File: src/rtl/register_file_pkg.sv
`default_nettype none
// +----------------------------------------------------------------------+
// | register_file_pkg : shared sizing and constants for register_file_32 |
// | Revision: 1.0                                                        |
// +----------------------------------------------------------------------+
package register_file_pkg;

  localparam int RF_DATA_WIDTH = 32;
  localparam int RF_ADDR_WIDTH = 5;

  typedef logic [RF_DATA_WIDTH-1:0] rf_word_t;

  localparam rf_word_t RF_ZERO_WORD = '0;

endpackage
`default_nettype wire

File: src/rtl/reg_word_32.sv
`default_nettype none
// +----------------------------------------------------------------------+
// | reg_word_32 : load-enabled word register, synchronous active-low clr |
// | Revision: 1.0                                                        |
// +----------------------------------------------------------------------+
module reg_word_32
  import register_file_pkg::*;
#(
  parameter int WIDTH = RF_DATA_WIDTH
) (
  input  logic             clk,
  input  logic             rst_n,
  input  logic             load,
  input  logic [WIDTH-1:0] d,
  output logic [WIDTH-1:0] q
);

  always_ff @(posedge clk) begin
    if (!rst_n) begin
      q <= WIDTH'(RF_ZERO_WORD);
    end else if (load) begin
      q <= d;
    end
  end

endmodule
`default_nettype wire

File: src/rtl/register_file_32.sv
`default_nettype none
// +----------------------------------------------------------------------+
// | register_file_32 : 2-read/1-write register file, registered reads,   |
// | word 0 hardwired to zero. Option: REGISTER_FILE_BYPASS_EN forwards   |
// | same-cycle write data to a matching read port. Revision: 1.0         |
// +----------------------------------------------------------------------+
module register_file_32
  import register_file_pkg::*;
#(
  parameter int DATA_WIDTH = RF_DATA_WIDTH,
  parameter int ADDR_WIDTH = RF_ADDR_WIDTH
) (
  input  logic                  CLK,
  input  logic                  RESET,
  input  logic                  READ,
  input  logic                  WRITE,
  input  logic [ADDR_WIDTH-1:0] ADDR_R1,
  input  logic [ADDR_WIDTH-1:0] ADDR_R2,
  input  logic [ADDR_WIDTH-1:0] ADDR_W,
  input  logic [DATA_WIDTH-1:0] DATA_W,
  output logic [DATA_WIDTH-1:0] DATA_R1,
  output logic [DATA_WIDTH-1:0] DATA_R2,
  output logic                  RD_VALID
);

  localparam int NUM_WORDS = 2 ** ADDR_WIDTH;

  logic [DATA_WIDTH-1:0] words [NUM_WORDS];
  logic [DATA_WIDTH-1:0] rd1_next;
  logic [DATA_WIDTH-1:0] rd2_next;

  generate
    for (genvar i = 0; i < NUM_WORDS; i++) begin : g_word
      if (i == 0) begin : g_zero
        assign words[i] = DATA_WIDTH'(RF_ZERO_WORD);
      end else begin : g_reg
        reg_word_32 #(
          .WIDTH(DATA_WIDTH)
        ) u_word (
          .clk  (CLK),
          .rst_n(RESET),
          .load (WRITE && (ADDR_W == ADDR_WIDTH'(i))),
          .d    (DATA_W),
          .q    (words[i])
        );
      end
    end
  endgenerate

`ifdef REGISTER_FILE_BYPASS_EN
  // Index 0 is excluded so the zero word can never be overridden.
  always_comb begin
    rd1_next = words[ADDR_R1];
    rd2_next = words[ADDR_R2];
    if (WRITE && (ADDR_W == ADDR_R1) && (ADDR_R1 != '0)) begin
      rd1_next = DATA_W;
    end
    if (WRITE && (ADDR_W == ADDR_R2) && (ADDR_R2 != '0)) begin
      rd2_next = DATA_W;
    end
  end
`else
  assign rd1_next = words[ADDR_R1];
  assign rd2_next = words[ADDR_R2];
`endif

  always_ff @(posedge CLK) begin
    if (!RESET) begin
      DATA_R1  <= DATA_WIDTH'(RF_ZERO_WORD);
      DATA_R2  <= DATA_WIDTH'(RF_ZERO_WORD);
      RD_VALID <= 1'b0;
    end else begin
      RD_VALID <= READ;
      if (READ) begin
        DATA_R1 <= rd1_next;
        DATA_R2 <= rd2_next;
      end
    end
  end

endmodule
`default_nettype wire

File: config.mk
export PLATFORM = sky130hd
export DESIGN_NAME = register_file_32
export DESIGN_NICKNAME = d
export VERILOG_FILES = /design/src/rtl/register_file_pkg.sv /design/src/rtl/reg_word_32.sv /design/src/rtl/register_file_32.sv
export SDC_FILE = /design/constraint.sdc
export NUM_CORES = 2
export LEC_CHECK = 0
export ABC_AREA = 0
export CAP_MARGIN = 10
export CORE_ASPECT_RATIO = 1.2
export CORE_MARGIN = 4
export CORE_UTILIZATION = 40
export CTS_CLUSTER_SIZE = 25
export DETAILED_ROUTE_END_ITERATION = 10
export PLACE_DENSITY = 0.66
export REMOVE_ABC_BUFFERS = 1
export SETUP_SLACK_MARGIN = 0.1
export SLEW_MARGIN = 20
export SYNTH_ARGS = -nofsm -noshare
export SYNTH_HDL_FRONTEND = slang
export SYNTH_SLANG_ARGS = --single-unit
File: constraint.sdc
create_clock -name CLK -period 1.9 [get_ports CLK]
set_input_delay 0.285 -clock CLK [delete_from_list [all_inputs] [get_ports CLK]]
set_output_delay 0.285 -clock CLK [all_outputs]
set_load 0.05 [all_outputs]
; Word level (Yosys, flattened, before mapping)
; Cells that the tools add are included.
; Widths: inputs -> output; s select.
[word_totals]
reg_bits = 1057
inputBits = 51
output_inout_bits = 65
wordCells = 106
[classes]
order_cmp = 2
n_eq_ne = 31
n_mux = 6
bitwise = 2
reduce_logical = 31
[ops]
columns = operator, count
row1 = $bmux 32 s5, 2
row2 = $mux 32, 4
row3 = $eq 5x5->1 const B, 16
row4 = $eq 5x4->1 const B, 8
row5 = $logic_and 1x1->1, 31
row6 = $eq 5x3->1 const B, 4
row7 = $ge 6x6->1 const B, 2
row8 = $not 5->6, 2
row9 = $eq 5x2->1 const B, 2
row10 = $eq 5x1->1 const B, 1

; Logic depth before layout (Yosys ltp)
[depth]
word_depth = 4
depth_mapped = 9
ltp_nobuf = 5

; Cells and area by module
; A second synthesis with hierarchy kept.
[hier_totals]
hier_cells = 5082
area_unflattened_um2 = 57243.7
[by_module_without_submodules]
columns = module, n_inst, cells_per_inst, area_per_inst_um2, seq_area_each_um2
row1 = reg_word_32, 31, 103, 1243.7, 640.6
row2 = register_file_32, 1, 1889, 18689.2, 1301.2

; Least setup slack after synthesis
; OpenSTA, ideal clock, no wires.
[synth_path]
kind = input -> register
from = input ADDR_R2[1]
to = register DATA_R2[5]
setup_ns = 0.117
arrival_ns = 1.703
required_ns = 1.783
path_slack_ns = 0.081
path_stages = 8
path_buffers = 4
path_cell_list = buf_2 buf_6 buf_4 buf_2 mux4_2 a22oi_1 nand4_1 a22o_1
[synth_between]
elab_chain_len = 4
[synth_rtl]
columns = item, line_no
row1 = from (decl), register_file_32.sv:18  ; input logic [ADDR_WIDTH-1:0] ADDR_R2,
row2 = $not 5->6 (not written as such), register_file_32.sv:64  ; assign rd2_next = words[ADDR_R2];
row3 = $bmux 32 s5, register_file_32.sv:64
row4 = $mux 32 (not written as such) (2 in a row), register_file_32.sv:64
row5 = to (signal assigned), register_file_32.sv:70  ; DATA_R2 <= DATA_WIDTH'(RF_ZERO_WORD);
row6 = to (signal assigned), register_file_32.sv:76  ; DATA_R2 <= rd2_next;
row7 = to (decl), register_file_32.sv:22  ; output logic [DATA_WIDTH-1:0] DATA_R2,
; No other way between the ends. The select of a mux whose other input is x is not followed.
; A chain may end at the register's enable or synchronous reset.

; Worst setup path after layout
[layout_path]
from = register DATA_R1[17]
to = output DATA_R1[17]
[layout_rtl]
columns = item, line_no
row1 = from (decl), register_file_32.sv:21  ; output logic [DATA_WIDTH-1:0] DATA_R1,
row2 = from (signal assigned), register_file_32.sv:69  ; DATA_R1 <= DATA_WIDTH'(RF_ZERO_WORD);
row3 = from (signal assigned), register_file_32.sv:75  ; DATA_R1 <= rd1_next;
; No word-level cell between the ends.

==> summary.log <==
INFO  yosys          ys_dominant_reg_cell=sky130_fd_sc_hd__dfxtp_1
INFO  yosys          synthTopCellsByArea=sky130_fd_sc_hd__dfxtp_1, sky130_fd_sc_hd__mux4_2, sky130_fd_sc_hd__nand2_1
INFO  grt            grt-ovfl-total=0
INFO  clock_network  clk_pin_slew_worst_paths=0.06ns
INFO  setup_path     critical_path_arrival=1.51ns
INFO  timing         setup-tns-final=0ns
INFO  timing         setup_viol_count_final=0
INFO  yosys          post_synth_num_cell_types=56
INFO  setup_path     kind_of_cell_with_the_highest_combined_delay_on_the_critical_path=flip-flops
INFO  die            floorplan.die_area=144000um2
INFO  drt            number_of_violations_reported_at_the_end_of_detailed_routing_iteration_0=5376
INFO  yosys          syn-instance-count=6067
INFO  setup_path     cp_cell_sequence=buf_4
INFO  drt            dr.pass1.iters=6
INFO  grt            grt_max_degree=117
INFO  die            core=136000um2
INFO  timing         worstMarginPinSlew=0.612ns
INFO  setup_path     maximum_fanout_along_the_worst_path=2
INFO  placed_design  gp_congestion=0.902
INFO  timing         clock_skew=0.0307ns
INFO  setup_path     worst_setup_path_start_kind=register
INFO  yosys          synth.cell_area=55100um2
INFO  placed_design  io_buffer_count=115
INFO  drt            detail_route.vias_per_cell=6.03
INFO  timing         period_minus_slack=1.80ns
INFO  cells_and_area layout-area-overhead-vs-synth=20.9%
INFO  clock_network  clock_sink_count=1057
INFO  clock_network  tritoncts_clock_tree=done
INFO  cells_and_area nNetsFinal=6314
INFO  yosys          syn-mean-instance-area=9.08um2
INFO  die            pin_count=116
INFO  cells_and_area filler_cells_inserted=12.4k
INFO  power_and_ir_drop power_leakage=22.8nW
INFO  grt            grt.total_usage=28.1%
INFO  cells_and_area multi_input_area=31300um2
INFO  placed_design  hpwl=139000um
INFO  clock_network  cts_buffer_depth=3
INFO  drt            wl_per_cell=25.7um
INFO  die            row_count=148
INFO  clock_network  tritoncts.num_buffers=102
INFO  setup_path     setup.worst_path.end_class=output pin
INFO  yosys          yosys_warnings=0
INFO  clock_network  htree_num_levels=3
INFO  yosys          synth.ff_latch_count=1057
INFO  cells_and_area most_common_cell_after_layout_fill_and_taps_aside=sky130_fd_sc_hd__nand2_1
INFO  job            drv_cap=0
INFO  die            fp.dieW=347um
INFO  clock_network  cts-root-buf=sky130_fd_sc_hd__clkbuf_16
INFO  timing         slew_viol_final=0
INFO  timing         maxClockFrequency=557MHz
INFO  yosys          netlist.top_cell.by_area=sky130_fd_sc_hd__dfxtp_1
INFO  timing         hold_viol_final=0
INFO  cells_and_area fin_util=48.9%
INFO  clock_network  cts_post_setup_buffers_inserted=0
INFO  setup_path     crit_path_top_delay_cell=sky130_fd_sc_hd__dfxtp_1
INFO  grt            first_global_vias=48.2k
INFO  setup_path     critical_path_buffer_and_inverter_count=1
INFO  timing         timing.max_slew.rel_slack=59.0%
INFO  die            die_height=414um
INFO  yosys          part_of_the_yosys_area_used_for_sequential_elements=38.4%
INFO  timing         rsz_0062_raised_after_global_routing=no
INFO  cells_and_area layout_common_cells=sky130_fd_sc_hd__nand2_1, sky130_fd_sc_hd__dfxtp_1, sky130_fd_sc_hd__a21boi_0
INFO  timing         timing.hold.ws=0.132ns
INFO  cells_and_area final_layout_size_suffix_gt1_share=21.4%
INFO  timing         part_of_the_cycle_the_worst_path_needs=94.5%
INFO  power_and_ir_drop power.ir.vdd_worst=0.000675V
INFO  worst_hold_path worstHoldPathType=in -> reg
INFO  drt            ant_nets=0
INFO  power_and_ir_drop areal_power_density_over_the_cells=741nW/um2
INFO  grt            grt_antenna_before_repair=12
INFO  drt            route.vias.total=49.2k
INFO  drt            drcViolationCount=0
INFO  status         run_status=completed
INFO  setup_path     critical_path_required_time=1.62ns
INFO  die            start_util=40.5%
INFO  drt            detail_route.wirelength=209000um
INFO  yosys          synth_edf_count=0
INFO  yosys          synthArstFlopShare=0%
INFO  setup_path     critPathKind=reg -> out
INFO  yosys          proportion_of_netlist_area_held_by_the_largest_area_contributor=38.4%
INFO  power_and_ir_drop fin_total_pwr=49.3mW
INFO  grt            wire_length_of_the_first_global_routing_pass=310000um
INFO  cells_and_area final-seq-area=21200um2
INFO  clock_network  clock_insertion_delay_at_the_later_pin_of_the_skew_report=0.73ns
INFO  setup_path     max_stage_delay=0.51ns
-- worst min-delay path, stage by stage --
cell and delay [ns]:
sky130_fd_sc_hd__buf_2 0.10, sky130_fd_sc_hd__buf_12 0.16, sky130_fd_sc_hd__nand3_1 0.09, sky130_fd_sc_hd__nand4_1 0.08, sky130_fd_sc_hd__a22o_1 0.11
-- path summary, 6_finish.rpt --
check / end / startpoint / slack [ns] / depth (start not counted)
worst max-delay path: DATA_R1[17] / DATA_R1[17] / 0.10 / 1
worst min-delay path: DATA_R2[17] / ADDR_R2[2] / 0.13 / 5
worst max register to register: DATA_R2[22] / g_word[31].g_reg.u_word.q[22] / 0.15 / 4
worst min register to register: g_word[10].g_reg.u_word.q[26] / g_word[10].g_reg.u_word.q[26] / 0.47 / 2
-- cells in the mapped netlist, drive strengths merged, types with 6 or more instances --
master	number
a211oi	39
a21boi	992
a21oi	32
a221o	27
a22oi	94
a31oi	28
buf	208
clkbuf	410
dfxtp	1057
inv	29
mux2	87
mux2i	188
mux4	377
nand2	2085
nand2b	11
nand3b	6
nor2	82
nor2b	44
nor3	18
nor4	8
o2111ai	27
o21a	27
o21ai	33
o22ai	92
o311ai	28
-- routing by layer --
metal	track usage (%)	vias up	share of wire [%]	wire, um
met5	0	-	0.027	57
met2	45.8	2788	46	96200
met3	5.46	793	10	21300
met4	15.8	8	6.7	14000
li1	-	21582	-	-
met1	34.9	24007	37	77700
-- sequential cells by signal (all words and copies together) (netlist names) --
register               count
RD_VALID                   1
DATA_R1                   32
g_word.g_reg.u_word.q    992
DATA_R2                   32
-- power breakdown --
group          total [mW]  internal, mW  switching [mW]
registers            22.6          22.4           0.198
clock network        21.4          12.2            9.23
logic                5.34          2.22            3.12
-- cell type report --
cell class / count / share of cell area, %
inverter: 29 / 0.164
tap: 1800 / 3.38
clock inverter: 31 / 0.592
clock buffer: 153 / 4.61
multi-input combinational: 4363 / 47.1
timing repair buffer: 710 / 12.4
sequential: 1057 / 31.8
antenna: 7 / 0.0263
-- metrics by stage --
stage	instances	worst slack [ns]	cell area, um2
after global routing	8143	0.102	66500
after floorplan	5449	-0.899	52200
after CTS	8143	0.101	66500
final	8150	0.104	66500
after global placement	7957	-0.694	63000
after detailed placement	7957	-0.732	63000
-- cell families (layout without fill, tap and decap cells) --
group | Yosys count | after routing | synth area share [%]
AND/OR/NAND/NOR | 2276 | 2276 | 16.2
AO/OA/AOI/OAI | 1435 | 1435 | 19.4
flip-flops | 1057 | 1057 | 38.4
multiplexers | 652 | 652 | 20.7
buffers and inverters | 647 | 923 | 5.37
other | 0 | 7 | 0
-- repair_timing --
action                     4_1_cts  5_1_grt
setup endpoints to repair       45        7
hold buffers                     2        0
cloned                           0        0
hold endpoints to repair         3        0
resized for setup               30        7
(Power assumes the default switching activity.)
